$ cat config.mk
export PLATFORM = sky130hd
export DESIGN_NAME = mem_arbiter
export DESIGN_NICKNAME = d
export VERILOG_FILES = /design/src/rtl/mem_arbiter.sv
export SDC_FILE = /design/constraint.sdc
export NUM_CORES = 1
export LEC_CHECK = 0
export ABC_CLOCK_PERIOD_IN_PS = 1550
export CAP_MARGIN = 20
export CORE_UTILIZATION = 33
export DETAILED_ROUTE_END_ITERATION = 10
export PLACE_DENSITY_LB_ADDON = 0.25
export SYNTH_ARGS = -nofsm -noshare
export SYNTH_HDL_FRONTEND = slang
export SYNTH_SLANG_ARGS = --single-unit
$ cat constraint.sdc
create_clock -name clk -period 1.55 [get_ports clk]
set_input_delay 0.155 -clock clk [delete_from_list [all_inputs] [get_ports clk]]
set_output_delay 0.155 -clock clk [all_outputs]
set_load 0.005 [all_outputs]
$ cat src/rtl/mem_arbiter.sv
// Round-robin arbiter that shares one single-port memory between an instruction-fetch
// port (I, read-only) and a load/store port (D). One request is in flight at a time:
// IDLE grants, ISSUE drives the memory, WAIT covers extra read latency, RESP pulses back.
module mem_arbiter #(
  parameter int unsigned ADDR_WIDTH   = 32,
  parameter int unsigned DATA_WIDTH   = 32,
  parameter int unsigned READ_LATENCY = 1
) (
  input  logic                  clk,
  input  logic                  rst,
  input  logic                  i_req_valid,
  output logic                  i_req_ready,
  input  logic [ADDR_WIDTH-1:0] i_req_addr,
  output logic                  i_rsp_valid,
  output logic [DATA_WIDTH-1:0] i_rsp_rdata,
  input  logic                  d_req_valid,
  output logic                  d_req_ready,
  input  logic                  d_req_we,
  input  logic [ADDR_WIDTH-1:0] d_req_addr,
  input  logic [DATA_WIDTH-1:0] d_req_wdata,
  output logic                  d_rsp_valid,
  output logic [DATA_WIDTH-1:0] d_rsp_rdata,
  output logic                  mem_write_enable,
  output logic [ADDR_WIDTH-1:0] mem_address,
  output logic [DATA_WIDTH-1:0] mem_data_in,
  input  logic [DATA_WIDTH-1:0] mem_data_out
);

  typedef enum logic [1:0] {StIdle, StIssue, StWait, StResp} state_e;

  localparam logic OwnerI = 1'b0;
  localparam logic OwnerD = 1'b1;
  // WAIT runs READ_LATENCY-1 cycles: counts WaitInit down to zero inclusive.
  localparam logic [1:0] WaitInit = (READ_LATENCY >= 2) ? 2'(READ_LATENCY - 2) : 2'd0;

  state_e                state_q, state_d;
  logic                  last_grant_q, last_grant_d;
  logic [1:0]            wait_cnt_q, wait_cnt_d;
  logic                  owner_q, owner_d;
  logic                  we_q, we_d;
  logic [ADDR_WIDTH-1:0] addr_q, addr_d;
  logic [DATA_WIDTH-1:0] wdata_q, wdata_d;

  logic grant_valid;
  logic grant_owner;
  logic resp_active;

  // Grant offered only in IDLE (and never in a reset cycle); ties go to the port not served last
  always_comb begin
    grant_valid = 1'b0;
    grant_owner = OwnerI;
    if (state_q == StIdle && !rst) begin
      if (i_req_valid && d_req_valid) begin
        grant_valid = 1'b1;
        grant_owner = ~last_grant_q;
      end else if (i_req_valid) begin
        grant_valid = 1'b1;
        grant_owner = OwnerI;
      end else if (d_req_valid) begin
        grant_valid = 1'b1;
        grant_owner = OwnerD;
      end
    end
  end

  assign i_req_ready = grant_valid && (grant_owner == OwnerI);
  assign d_req_ready = grant_valid && (grant_owner == OwnerD);

  // Next-state logic and request latching
  always_comb begin
    state_d      = state_q;
    last_grant_d = last_grant_q;
    wait_cnt_d   = wait_cnt_q;
    owner_d      = owner_q;
    we_d         = we_q;
    addr_d       = addr_q;
    wdata_d      = wdata_q;
    unique case (state_q)
      StIdle: begin
        if (grant_valid) begin
          state_d      = StIssue;
          last_grant_d = grant_owner;
          owner_d      = grant_owner;
          // Fetch port has no write path
          we_d         = (grant_owner == OwnerD) && d_req_we;
          addr_d       = (grant_owner == OwnerD) ? d_req_addr : i_req_addr;
          wdata_d      = (grant_owner == OwnerD) ? d_req_wdata : '0;
        end
      end
      StIssue: begin
        if (we_q || READ_LATENCY == 1) begin
          state_d = StResp;
        end else begin
          wait_cnt_d = WaitInit;
          state_d    = StWait;
        end
      end
      StWait: begin
        if (wait_cnt_q == 2'd0) begin
          state_d = StResp;
        end else begin
          wait_cnt_d = wait_cnt_q - 2'd1;
        end
      end
      StResp: begin
        state_d = StIdle;
      end
      default: begin
        state_d = StIdle;
      end
    endcase
  end

  // State register with synchronous reset; an in-flight request is simply dropped
  always_ff @(posedge clk) begin
    if (rst) begin
      state_q      <= StIdle;
      last_grant_q <= OwnerD;
      wait_cnt_q   <= 2'd0;
      owner_q      <= OwnerI;
      we_q         <= 1'b0;
      addr_q       <= '0;
      wdata_q      <= '0;
    end else begin
      state_q      <= state_d;
      last_grant_q <= last_grant_d;
      wait_cnt_q   <= wait_cnt_d;
      owner_q      <= owner_d;
      we_q         <= we_d;
      addr_q       <= addr_d;
      wdata_q      <= wdata_d;
    end
  end

  // Memory drive and response outputs; address/data held from ISSUE through RESP
  always_comb begin
    resp_active      = (state_q == StResp) && !rst;
    i_rsp_valid      = resp_active && (owner_q == OwnerI);
    d_rsp_valid      = resp_active && (owner_q == OwnerD);
    i_rsp_rdata      = i_rsp_valid ? mem_data_out : '0;
    d_rsp_rdata      = (d_rsp_valid && !we_q) ? mem_data_out : '0;
    // Not gated by rst: a store caught by reset in ISSUE still lands in memory
    mem_write_enable = (state_q == StIssue) && we_q;
    mem_address      = (state_q != StIdle) ? addr_q : '0;
    mem_data_in      = (state_q != StIdle) ? wdata_q : '0;
  end

endmodule

==> impl_metrics.ini, run 1 <==
[run_status]
run_status = finished, violations left
violations = design-rule violations, negative setup slack

[finish]
area_growth_pct = 117
final_nets = 970
final_layout_size_suffix_gt1_share_pct = 44.4
fillers = 840
post-route-util_pct = 74.5

[detailed_routing]
antenna_left = 0
wl_met2_um = 10400
drc = 20
vias_per_cell = 5.39
routed_wirelength_um = 19800
wl_met3_um = 1370
wl_per_cell_um = 20.1
dr.max_layer_used = met4
wl_met1_um = 7100
vias = 5294
drtIter0Drc = 292
first_pass_iters = 7

[synthesis]
synth_top_area_share_pct = 35.9
ys_ff_latch = 71
synth_edf_count = 0
avgSynthCellArea_um2 = 7.72
yosysUniqueCellTypes = 30
ys.flop_type = dfxtp_1
seq_area_frac_synth_pct = 35.9
synth.most_common_cell = dfxtp_1
synth_area_um2 = 3960
netlist_instances = 513
yosys-top-cells-area = dfxtp_1, and2_1, nor2b_1
async_flop_share_pct = 0
ys_warn_count = 0
ys_top_cells_by_count = dfxtp_1, and2_1, nor2b_1
yosys.area.top_type = dfxtp_1
syn_nets = 651

[floorplan]
dieArea_um2 = 12500
start_util_pct = 34.3
io_pins = 266
core_area_um2 = 11600
die_w_um = 112
fp-row-count = 39
die_h_um = 112

[clock_network]
htreeDepth = 3
cts_buffers = 9
cts.path.max_buffers = 2
cts_hold_buf = 0
cts_tree = built
clock_tree.root_cell = clkbuf_16
insertion_delay_ns = 0.33
clk_pin_slew_worst_paths_ns = 0.05
clock-sinks = 71

[hold_path]
hold_path.class = input pin to register

[setup_path]
crit_fanout = 8
critPathLaunchType = register
regToRegSetupSlack_ns = -0.35
worst-endpoint-arrival_ns = 1.82
cp.required_ns = 1.39
crit_path_end_kind = output port
worst-setup-path-type = register to output port

[timing]
whs_ns = 0.316
min_period_over_period_pct = 128
fin_skew_ns = 0.00264
fin_crit_ns = 1.98
timing.setup.tns_ns = -55.92
worst_slack_ns = -0.428
hold_viol = 0
tightest_slew_ns = 0.347
slew_viol_final = 0
setup_viol = 200
grt_setup_unrepaired = true
fmax_mhz = 506
slew_headroom_pct = 76.8

[global_route]
grt_overflow_total = 0
grt_max_degree = 44
grt_pass1_wl_um = 28300
grt_util_all_layers_pct = 29.5
antenna_found_initial = 4
grt_pass1_vias = 5181

[placed_design]
gp_congestion = 1.03
portBuffers = 265
dpl.hpwl_um = 11600

[pwr]
p_per_area_nw_per_um2 = 764
p_leak_nw = 3.54
ir_worst_vdd_mv = 0.521

[flow_run]
drv_cap = 0
-- flip-flops by register name, summed over array words and instances (netlist names) --
register	count
addr_q	32
last_grant_q	1
we_q	1
state_q	2
wdata_q	32
wait_cnt_q	2
owner_q	1
-- cell type report --
class / count / area [um^2] / area share [%]
inverters: 5 / 18.8 / 0.218
clock inverters: 1 / 30.0 / 0.349
flip-flops and latches: 71 / 1430 / 16.6
multi-input cells: 380 / 2770 / 32.1
diodes: 4 / 10.0 / 0.116
well taps: 143 / 179 / 2.08
clock buffers: 14 / 244 / 2.83
repair buffers: 365 / 3940 / 45.7
-- metal layers --
metal | vias up | track usage (%)
li1 | 2447 | -
met1 | 2514 | 31.3
met2 | 281 | 54.8
met3 | 52 | 4.90
met4 | 0 | 16.9
met5 | - | 0
-- through the flow --
stage / cells / worst slack [ns] / power [W] / area, um^2
final: 983 / -0.428 / 0.00658 / 8610
after global routing: 983 / -0.460 / 0.00680 / 8610
after CTS: 967 / -0.402 / 0.00632 / 8090
after detailed placement: 897 / -0.350 / 0.00338 / 6900
after global placement: 897 / -0.338 / 0.00336 / 6900
after floorplan: 513 / 0.0918 / 0.00258 / 3960
-- cell usage in the layout (no fill, tap or decap), types with 3 or more instances in the layout --
cell type,synthesis,routed
buf_12,0,27
clkbuf_2,0,3
nor2b_1,66,35
o211ai_1,6,6
nand3_1,60,60
buf_8,0,5
a31oi_1,26,26
buf_4,6,28
clkbuf_1,36,5
and2_4,0,60
ha_1,5,3
nand4_1,26,26
clkdlybuf4s50_1,0,131
o21ai_2,0,22
and2_1,66,6
buf_2,13,65
clkbuf_16,0,12
buf_16,0,14
buf_6,2,85
o21ai_1,1,42
mux2i_1,6,6
diode_2,0,4
inv_1,5,3
dfxtp_1,71,69
nor2b_2,0,5
a21oi_1,35,34
nor2b_4,0,26
-- path summary, 6_finish.rpt --
| path | start | to | cells past startpoint |
|---|---|---|---|
| max | state_q[0]$_SDFFE_PP0P_ | d_rsp_rdata[12] | 7 |
| min | rst | wdata_q[8]$_SDFFE_PP0P_ | 3 |
| max reg2reg | state_q[0]$_SDFFE_PP0P_ | addr_q[4]$_SDFFE_PP0P_ | 10 |
| min reg2reg | wdata_q[5]$_SDFFE_PP0P_ | wdata_q[5]$_SDFFE_PP0P_ | 2 |
-- cells by family after synthesis --
logic type	synth area share [%]
buf+inv	7.23
flops	35.9
xor+xnor	0.221
fa+ha+maj	1.58
simple gates	34.3
compound gates	19.3
mux	1.52
-- worst max-delay path: stages, from the launching register on --
cell and delay [ns]:
dfxtp_4 0.36, ha_4 0.16, and3b_1 0.16, and2b_2 0.23, buf_12 0.14, clkbuf_16 0.16, and2_4 0.16, buf_6 0.11
-- what timing repair did --
item,CTS,global route
pin swaps,41,12
cloned,16,3
resized for setup,699,143
buffers inserted,40,10
setup endpoints to repair,201,202
-- power by group --
| group | switching, W | internal, W | total (W) |
|---|---|---|---|
| logic | 0.00105 | 0.00155 | 0.00260 |
| registers | 0.0000682 | 0.00193 | 0.00200 |
| clock network | 0.000740 | 0.00124 | 0.00198 |
Note: power is estimated with default switching activity, not from simulation.
==> run 2, diff against run 1 <==
--- a/config.mk
+++ b/config.mk
@@ -10,6 +10,7 @@
 export CORE_UTILIZATION = 33
 export DETAILED_ROUTE_END_ITERATION = 10
 export PLACE_DENSITY_LB_ADDON = 0.25
+export SLEW_MARGIN = 0
 export SYNTH_ARGS = -nofsm -noshare
 export SYNTH_HDL_FRONTEND = slang
 export SYNTH_SLANG_ARGS = --single-unit
==> results of run 2 <==
No change in the layout: final DEF, timing and power equal those of run 1.
